### config.mk
export PLATFORM = sky130hd
export DESIGN_NAME = adc_rx_multi
export DESIGN_NICKNAME = d
export VERILOG_FILES = /design/src/rtl/adc_rx_multi.sv
export SDC_FILE = /design/constraint.sdc
export NUM_CORES = 1
export LEC_CHECK = 0
export ABC_AREA = 1
export CELL_PAD_IN_SITES_DETAIL_PLACEMENT = 1
export CELL_PAD_IN_SITES_GLOBAL_PLACEMENT = 1
export CORE_MARGIN = 2
export CORE_UTILIZATION = 43
export CTS_BUF_LIST = sky130_fd_sc_hd__clkbuf_16
export DETAILED_ROUTE_END_ITERATION = 6
export PLACE_DENSITY = 0.87
export SYNTH_ARGS = -nofsm -noshare
export SYNTH_HDL_FRONTEND = slang
export SYNTH_SLANG_ARGS = --single-unit
### constraint.sdc
create_clock -name SCLK -period 4.7 [get_ports SCLK]
set_input_delay 0.47 -clock SCLK [delete_from_list [all_inputs] [get_ports SCLK]]
set_output_delay 0.47 -clock SCLK [all_outputs]
set_load 0.02 [all_outputs]
### src/rtl/adc_rx_multi.sv
// Multi-channel serial ADC receiver: shifts CHANNELS lines in parallel per CS frame,
// rejects frames with nonzero leading bits, and averages 2^AVG_LOG2 good frames per output.
module adc_rx_multi #(
  parameter int unsigned CHANNELS   = 2,
  parameter int unsigned FRAME_BITS = 16,
  parameter int unsigned DATA_BITS  = 12,
  parameter int unsigned OUT_BITS   = 8,
  parameter int unsigned AVG_LOG2   = 2
) (
  input  logic                           SCLK,
  input  logic                           reset,
  input  logic                           CS,
  input  logic [CHANNELS-1:0]            SDATA,
  output logic                           rx_done_tick,
  output logic [CHANNELS*FRAME_BITS-1:0] b_reg,
  output logic [CHANNELS*OUT_BITS-1:0]   data_Out,
  output logic                           frame_err
);

  localparam int unsigned CntW = $clog2(FRAME_BITS);
  localparam int unsigned AccW = DATA_BITS + AVG_LOG2;
  localparam int unsigned AvgW = AVG_LOG2 + 1;
  localparam logic [CntW-1:0] LastCnt = CntW'(FRAME_BITS - 1);
  localparam logic [AvgW-1:0] AvgN    = AvgW'(1 << AVG_LOG2);
  // Ones over the leading-zero field; all zeros when DATA_BITS == FRAME_BITS.
  localparam logic [FRAME_BITS-1:0] LeadMask =
      ~({FRAME_BITS{1'b1}} >> (FRAME_BITS - DATA_BITS));

  typedef enum logic [1:0] {StIdle, StShift, StDone} state_e;

  state_e                          state_q, state_d;
  logic [CntW-1:0]                 cnt_q, cnt_d;
  logic [FRAME_BITS-2:0]           sh_q [CHANNELS];
  logic [FRAME_BITS-2:0]           sh_d [CHANNELS];
  logic [AccW-1:0]                 acc_q [CHANNELS];
  logic [AccW-1:0]                 acc_d [CHANNELS];
  logic [AvgW-1:0]                 avg_q, avg_d;
  logic [CHANNELS*FRAME_BITS-1:0]  b_reg_q, b_reg_d;
  logic [CHANNELS*OUT_BITS-1:0]    dout_q, dout_d;
  logic                            tick_q, tick_d;
  logic                            err_q, err_d;

  // Full frame = stored bits plus the bit arriving on this edge.
  logic [FRAME_BITS-1:0]           frame   [CHANNELS];
  logic [AccW-1:0]                 acc_sum [CHANNELS];
  logic                            lead_bad;
  logic [AvgW-1:0]                 avg_inc;

  always_comb begin
    lead_bad = 1'b0;
    for (int k = 0; k < CHANNELS; k++) begin
      frame[k]   = {sh_q[k], SDATA[k]};
      acc_sum[k] = acc_q[k] + AccW'(frame[k][DATA_BITS-1:0]);
      lead_bad   = lead_bad | (|(frame[k] & LeadMask));
    end
    avg_inc = avg_q + AvgW'(1);
  end

  always_comb begin
    state_d = state_q;
    cnt_d   = cnt_q;
    sh_d    = sh_q;
    acc_d   = acc_q;
    avg_d   = avg_q;
    b_reg_d = b_reg_q;
    dout_d  = dout_q;
    tick_d  = 1'b0;
    err_d   = 1'b0;
    unique case (state_q)
      StIdle: begin
        if (!CS) begin
          state_d = StShift;
          cnt_d   = '0;
        end
      end
      StShift: begin
        if (CS) begin
          err_d   = 1'b1;
          state_d = StIdle;
        end else begin
          for (int k = 0; k < CHANNELS; k++) sh_d[k] = frame[k][FRAME_BITS-2:0];
          cnt_d = cnt_q + CntW'(1);
          if (cnt_q == LastCnt) begin
            state_d = StDone;
            if (lead_bad) begin
              err_d = 1'b1;
            end else begin
              for (int k = 0; k < CHANNELS; k++) begin
                b_reg_d[k*FRAME_BITS +: FRAME_BITS] = frame[k];
                acc_d[k] = acc_sum[k];
              end
              if (avg_inc == AvgN) begin
                for (int k = 0; k < CHANNELS; k++) begin
                  dout_d[k*OUT_BITS +: OUT_BITS] = acc_sum[k][AccW-1 -: OUT_BITS];
                  acc_d[k] = '0;
                end
                avg_d  = '0;
                tick_d = 1'b1;
              end else begin
                avg_d = avg_inc;
              end
            end
          end
        end
      end
      StDone: begin
        if (CS) state_d = StIdle;
      end
      default: state_d = StIdle;
    endcase
  end

  always_ff @(posedge SCLK or posedge reset) begin
    if (reset) begin
      state_q <= StIdle;
      cnt_q   <= '0;
      sh_q    <= '{default: '0};
      acc_q   <= '{default: '0};
      avg_q   <= '0;
      b_reg_q <= '0;
      dout_q  <= '0;
      tick_q  <= 1'b0;
      err_q   <= 1'b0;
    end else begin
      state_q <= state_d;
      cnt_q   <= cnt_d;
      sh_q    <= sh_d;
      acc_q   <= acc_d;
      avg_q   <= avg_d;
      b_reg_q <= b_reg_d;
      dout_q  <= dout_d;
      tick_q  <= tick_d;
      err_q   <= err_d;
    end
  end

  assign rx_done_tick = tick_q;
  assign frame_err    = err_q;
  assign b_reg        = b_reg_q;
  assign data_Out     = dout_q;

endmodule
Word level (Yosys, flattened, before mapping)
Index checks and enable logic that the tools add are counted.

Register bits: 117. Input bits: 5. Output and inout port bits: 50.

Add/sub/neg operators: 4. Equality and inequality tests: 8. Mux-type cells: 19. Bitwise logic cells: 3. Reduce and logical (&&, ||, !) cells: 9.

Operators by type and width (count): 14-bit by 12-bit adder with 14-bit output (2); 28-bit two-way mux (1); 1-bit two-way mux (9); 2-bit two-way mux (4); 4-bit two-way mux (2); 4-bit case mux with 2 select lines (1); 4-bit OR reduction (2); 2-bit != test (second input constant) (3); 2-bit case mux with 3 select lines (1); 3-bit AND reduction (2); 5-bit AND reduction (1); 4-bit by 1-bit adder with 4-bit output (second input constant) (1); 4-bit equality test (second input constant) (1); 4-bit AND reduction (1); 3-bit by 1-bit adder with 3-bit output (second input constant) (1); 3-bit equality test (second input constant) (1); 3-bit two-way mux (1); 3-bit != test (second input constant) (1); 2-bit by 1-bit equality test with 1-bit output (second input constant) (1); 2-bit equality test (second input constant) (1); 2-bit zero test (1); 1-bit inverter (2); 2-bit AND reduction (1); 2-bit nonzero test (1); 1-bit OR (1).

Depth between registers and ports, before layout
Gate-level depths: netlist (run 1).

Depth after elaboration: 7. Depth in mapped cells: 11. Mapped depth without buffers: 11.

Worst setup path before layout (run 1)
OpenSTA, ideal clock, no wires.

Path type: input to register. From: input port SDATA[1]. To: register dout_q[8] (netlist: data_Out[8]). Arrival time: 1.728 ns. Required time: 4.635 ns. Path slack: 2.907 ns. Stages: 11. Buffers on the path: 0. Cells stage by stage: ha_1 -> inv_1 -> fa_1 -> inv_1 -> nand3_1 -> nand3_1 -> nand2_1 -> nand2_1 -> xor2_1 -> nand2_1 -> nand2_1.

Word-level cells in the longest chain between the ends: 1.

RTL lines: start: declaration (RTL line 13) `input logic [CHANNELS-1:0] SDATA,`; 14-bit by 12-bit adder with 14-bit output (RTL line 53) `acc_sum[k] = acc_q[k] + AccW'(frame[k][DATA_BITS-1:0]);`; end signal: assignment (RTL line 131) `dout_q <= dout_d;`; end: declaration (RTL line 39) `logic [CHANNELS*OUT_BITS-1:0] dout_q, dout_d;`.

Every way passes these cells. A chain may end at the register's enable or synchronous reset.

Final worst setup path (run 1)
From: input port CS. To: register acc_q[7] (netlist name).

Word-level cells in the longest chain between the ends: 2.

RTL lines: start: declaration (RTL line 12) `input logic CS,`; 1-bit inverter (no line); 4-bit AND reduction (no line); end signal: assignment (RTL line 118) `acc_q <= '{default: '0};`; end signal: assignment (RTL line 128) `acc_q <= acc_d;`; end: declaration (RTL line 35) `logic [AccW-1:0] acc_q [CHANNELS];`.

Every way passes these cells.

==> results of run 1 <==
## path summary, 6_finish.rpt
kind / start / endpoint / slack [ns] / depth (start not counted)
max: CS / acc_q[7] / 2.00 / 8
min: reset / b_reg[31] / 0.39 / 2
max reg2reg: cnt_q[1] / acc_q[7] / 2.08 / 7
min reg2reg: data_Out[2] / data_Out[2] / 0.48 / 2
max in group asynchronous: reset / acc_q[24] / 3.29 / 3
min in group SCLK: data_Out[2] / data_Out[2] / 0.48 / 2
## placed cells by master, fill, tap and decap left out, drive strengths merged
cell / Yosys / layout
a21oi: 9 / 9
a22o: 3 / 3
a31o: 1 / 1
buf: 12 / 3
bufinv: 0 / 5
clkbuf: 6 / 17
clkdlybuf4s50: 0 / 54
clkinv: 2 / 7
clkinvlp: 0 / 1
dfrtp: 117 / 117
fa: 2 / 2
ha: 28 / 28
inv: 112 / 115
nand2: 274 / 274
nand2b: 1 / 1
nand3: 53 / 53
nand3b: 2 / 2
nand4: 7 / 7
nor2: 44 / 44
nor3: 1 / 1
o21ai: 68 / 68
o22ai: 2 / 2
xnor2: 7 / 7
xor2: 4 / 4
## metrics by stage
stage	cell area, sq um	std cells	hold slack (ns)
finish	7320	1005	0.394
global route	7320	1005	0.439
CTS	7320	1005	0.405
detailed placement	6690	974	0.470
global placement	6690	974	0.454
floorplan	6050	755	0.443
## kinds of logic after synthesis
| kind of cell | Yosys count | share of synthesized area [%] |
|---|---|---|
| buffers and inverters | 132 | 9.78 |
| AOI/OAI and AO/OA | 83 | 7.65 |
| xor gates and xnor gates | 11 | 1.59 |
| and+or+nand+nor | 382 | 26.1 |
| DFF | 117 | 48.4 |
| adders and majority gates | 30 | 6.45 |
## power by group through the flow
| stage | Clock [mW] | Sequential [mW] | Combinational (mW) |
|---|---|---|---|
| finish | 1.42 | 1.11 | 0.278 |
| CTS | 1.44 | 1.11 | 0.282 |
| global placement | 0 | 1.13 | 0.256 |
| global route | 1.49 | 1.12 | 0.318 |
| floorplan | 0 | 1.11 | 0.200 |
| detailed placement | 0 | 1.13 | 0.276 |
## cell type report
class	count	area share, %
clock buffers	17	5.81
clock inverters	14	2.84
inverters	114	6.02
multi-input cells	506	34.6
flip-flops and latches	117	40.0
well taps	180	3.08
repair buffers	57	7.69
## critical path, stage by stage
cell	delay, ns
clkdlybuf4s50_1	0.50
inv_2	0.12
nand2_2	0.12
nor3_4	0.25
nand2_4	0.50
nor2_4	0.69
inv_4	0.18
o21ai_2	0.19
## layer usage
layer  GRT usage, %  wire [microns]
met2           40.3            8170
met5              0               0
met4           10.6             461
met3           4.55             411
met1           28.2            7080
==> impl_metrics.tcl, run 1 <==
set metrics [dict create \
    place_ws_ns 1.61 \
    report.final.hold_viol_count 0 \
    antenna_left 0 \
    layout.nets 848 \
    power_switching_mw 0.728 \
    swShare_pct 25.9 \
    routed_wl_mm 16.1 \
    layout-drive-gt1-share_pct 6.18 \
    cts_tree "yes" \
    synthCells 755 \
    postLayoutCoreUtil_pct 52.9 \
    ys.flop_type "dfrtp_1" \
    avgSynthCellArea_sq_um 8.01 \
    core_sq_um 13800 \
    clock_latency_ns 0.43 \
    hold_path_class "in -> async" \
    seq_area_frac_synth_pct 48.4 \
    synth.distinct_cells 33 \
    netlist.area_leader.share_pct 48.4 \
    ir_worst_vdd_v 0.000227 \
    grt_pass1_wl_mm 26.9 \
    grt_overflow 0 \
    cap_violations 0 \
    num_antenna_cells 0 \
    pin_count 55 \
    fp.dieArea_sq_um 15000 \
    dr_total_vias 5113 \
    synth_area_leaders "dfrtp_1 48%, nand2_1 17%, inv_1 6.8%" \
    clock-sinks 117 \
    syn_to_final_growth_pct 21.0 \
    worstSetupStartpointType "input port" \
    dp_hpwl_mm 11.3 \
    gp_congestion 0.918 \
    grt_pass1_vias 5566 \
    synth-seq-cells 117 \
    track_usage_pct 23.4 \
    cp.arrival_ns 3.05 \
    synthesis.nets 790 \
    syn_area_sq_um 6050 \
    finalCriticalPeriod_ns 2.70 \
    grt_setup_unrepaired "no" \
    postCtsSetupRepairBufs 0 \
    rows 43 \
    worst_slack_ns 2.00 \
    regArea_sq_um 2930 \
    synthTopCellsByCount "272 x nand2_1, 117 x dfrtp_1, 109 x inv_1" \
    start_util_pct 43.8 \
    cts_max_level 4 \
    largest_reg_flops 32 \
    relSlewSlack_pct 29.8 \
    power_mw 2.81 \
    powerDensity_nw_per_um2 384 \
    dieWidth_microns 123 \
    synth_edf_count 0 \
    worstMarginPinSlew_ns 1.05 \
    finalSetupTns_ns 0 \
    intPower_mw 2.08 \
    hold_buffers 0 \
    worst-path-max-fanout 76 \
    yosysMostFrequentCell "nand2_1" \
    cts-root-buf "clkbuf_16" \
    synth_top_area_cell "dfrtp_1" \
    finalSetupViolations 0 \
    port_buffers 54 \
    grt_max_degree 77 \
    power_frac_seq_pct 39.7 \
    drt-pass1-iter-count 4 \
    max_freq_mhz 370 \
    critPathKind "in -> reg" \
    clock_path_buffers 2 \
    required_ns 5.05 \
    status "finished, final reports clean" \
    drc 0 \
    period_share_pct 57.5 \
    clk_pin_slew_worst_paths_ns 0.05 \
    worstSetupEndpointType "register" \
    finalMaxSlewViolations 0 \
    multi_input_area_sq_um 2530 \
    antenna_found_initial 0 \
    viasPerCell 5.09 \
    combPwrFrac_pct 9.9 \
    fillers 1667 \
    dieHeight_microns 123 \
    cts_made_buffers 17 \
    synthArstFlopShare_pct 100 \
    leakage_nw 3.85 \
    post_cts_resized 0 \
    wire_per_inst_microns 16.0 \
    ys_warn_count 0 \
    skew_ns 0.00981 \
    drt_iter0_drc 265 \
    clockPowerShare_pct 50.4 \
]
Power figures use the tool's default switching activity.
==> run 2, diff against run 1 <==
==> constraint.sdc (replaced) <==
create_clock -name SCLK -period 2.8 [get_ports SCLK]
set_input_delay 0.28 -clock SCLK [delete_from_list [all_inputs] [get_ports SCLK]]
set_output_delay 0.28 -clock SCLK [all_outputs]
set_load 0.02 [all_outputs]
==> impl_metrics.tcl, run 2 (synthesized netlist as in run 1, its figures left out) <==
set metrics [dict create \
    dp_hpwl_mm 11.3 \
    syn_to_final_growth_pct 21.4 \
    grt_setup_unrepaired "no" \
    path_buf_inv 1 \
    drt-pass1-iter-count 4 \
    leakage_nw 3.87 \
    finalSetupTns_ns 0 \
    finalMaxSlewViolations 0 \
    rows 43 \
    fillers 1666 \
    cp.arrival_ns 2.41 \
    report.final.hold_viol_count 0 \
    skew_ns 0.00712 \
    critPathTopFamily "simple AND/OR/NAND/NOR gates" \
    worstSetupStartpointType "register" \
    cts_made_buffers 17 \
    dieHeight_microns 123 \
    clock-sinks 117 \
    intPower_mw 3.48 \
    antenna_found_initial 0 \
    dp_cells 976 \
    grt_max_degree 67 \
    power_mw 4.64 \
    cts_max_level 4 \
    largest_reg_flops 32 \
    track_usage_pct 23.0 \
    layout-drive-gt1-share_pct 6.16 \
    hold_path_class "in -> async" \
    swShare_pct 24.9 \
    clock_latency_ns 0.42 \
    drc 0 \
    clk_pin_slew_worst_paths_ns 0.05 \
    routed_wl_mm 15.9 \
    required_ns 3.14 \
    power_frac_seq_pct 40.3 \
    port_buffers 54 \
    final_cell_mix "272 x nand2_1, 117 x dfrtp_1, 110 x inv_1" \
    cap_violations 0 \
    crit_chain "ha_1 > nand3_2 > nor3_4 > nand2_4 > nor2_4 > buf_4 > nand2_1 > o21ai_1" \
    post_cts_resized 0 \
    cts-root-buf "clkbuf_16" \
    clock_path_buffers 2 \
    worstSetupEndpointType "register" \
    grt_pass1_wl_mm 26.6 \
    relSlewSlack_pct 61.0 \
    dieWidth_microns 123 \
    finalCriticalPeriod_ns 2.07 \
    clockPowerShare_pct 49.7 \
    worstMarginPinSlew_ns 0.584 \
    num_antenna_cells 0 \
    drt_iter0_drc 259 \
    wire_per_inst_microns 15.8 \
    dr_total_vias 5101 \
    critPathKind "reg -> reg" \
    layout.nets 850 \
    finalSetupViolations 0 \
    power_switching_mw 1.16 \
    core_sq_um 13800 \
    final_common_cell "nand2_1" \
    start_util_pct 43.8 \
    max_freq_mhz 484 \
    viasPerCell 5.06 \
    postCtsSetupRepairBufs 0 \
    period_share_pct 73.8 \
    fp.dieArea_sq_um 15000 \
    pin_count 55 \
    cts_tree "yes" \
    fin_cells 1008 \
    max_stage_delay_ns 0.40 \
    grt_overflow 0 \
    antenna_left 0 \
    worst-path-max-fanout 13 \
    crit_slowest_cell "dfrtp_1" \
    powerDensity_nw_per_um2 631 \
    ir_worst_vdd_v 0.000400 \
    hold_buffers 0 \
    combPwrFrac_pct 10.0 \
    status "finished, final reports clean" \
    gp_congestion 0.847 \
    grt_pass1_vias 5444 \
]
[run 2: changes by cell type in the layout (fill, tap and decap cells not counted)]
cell / delta
clkinvlp_4: +1
clkinv_1: +2
clkinv_2: +2
inv_6: -2
inv_4: -1
buf_12: +2
inv_1: +1
clkinv_4: -2
[run 2: area by class of cell]
cell class / instances / area, sq um / area share (%)
inverter: 114 / 442 / 6.01
multi-input combinational: 506 / 2530 / 34.4
timing repair buffer: 59 / 603 / 8.21
sequential: 117 / 2930 / 39.8
tap: 180 / 225 / 3.06
clock buffer: 17 / 425 / 5.79
clock inverter: 15 / 194 / 2.64
[run 2: worst paths after layout]
| path | cells after the start | to | from | slack (ns) |
|---|---|---|---|---|
| max | 8 | acc_q[5] | cnt_q[0] | 0.73 |
| min | 2 | b_reg[15] | reset | 0.27 |
| max reg2reg | 8 | acc_q[5] | cnt_q[0] | 0.73 |
| min reg2reg | 2 | b_reg[27] | b_reg[27] | 0.48 |
| max in group asynchronous | 3 | data_Out[1] | reset | 1.68 |
| min in group SCLK | 2 | b_reg[27] | b_reg[27] | 0.48 |
[run 2: routing by layer]
metal	up-vias	GRT usage, %	wire length, microns
met4	0	7.61	281
met5	-	0	0
met1	2516	26.8	6790
met3	23	5.34	470
li1	2482	-	-
met2	80	41.6	8380
[run 2: per-stage QoR]
| step | worst slack (ns) | instance area [sq um] | util [%] | hold WS, ns |
|---|---|---|---|---|
| floorplan | 1.09 | 6050 | - | 0.390 |
| CTS | 0.750 | 7350 | 53.1 | 0.277 |
| global route | 0.612 | 7350 | 53.1 | 0.322 |
| global placement | 0.499 | 6730 | 48.7 | 0.456 |
| finish | 0.732 | 7350 | 53.1 | 0.272 |
| detailed placement | 0.385 | 6730 | 48.7 | 0.471 |
[run 2: power by group through the flow]
stage,Clock [mW],Sequential [mW],Combinational [mW]
floorplan,0,1.86,0.337
finish,2.30,1.87,0.462
CTS,2.34,1.87,0.467
global placement,0,1.89,0.423
detailed placement,0,1.90,0.457
global route,2.42,1.88,0.530
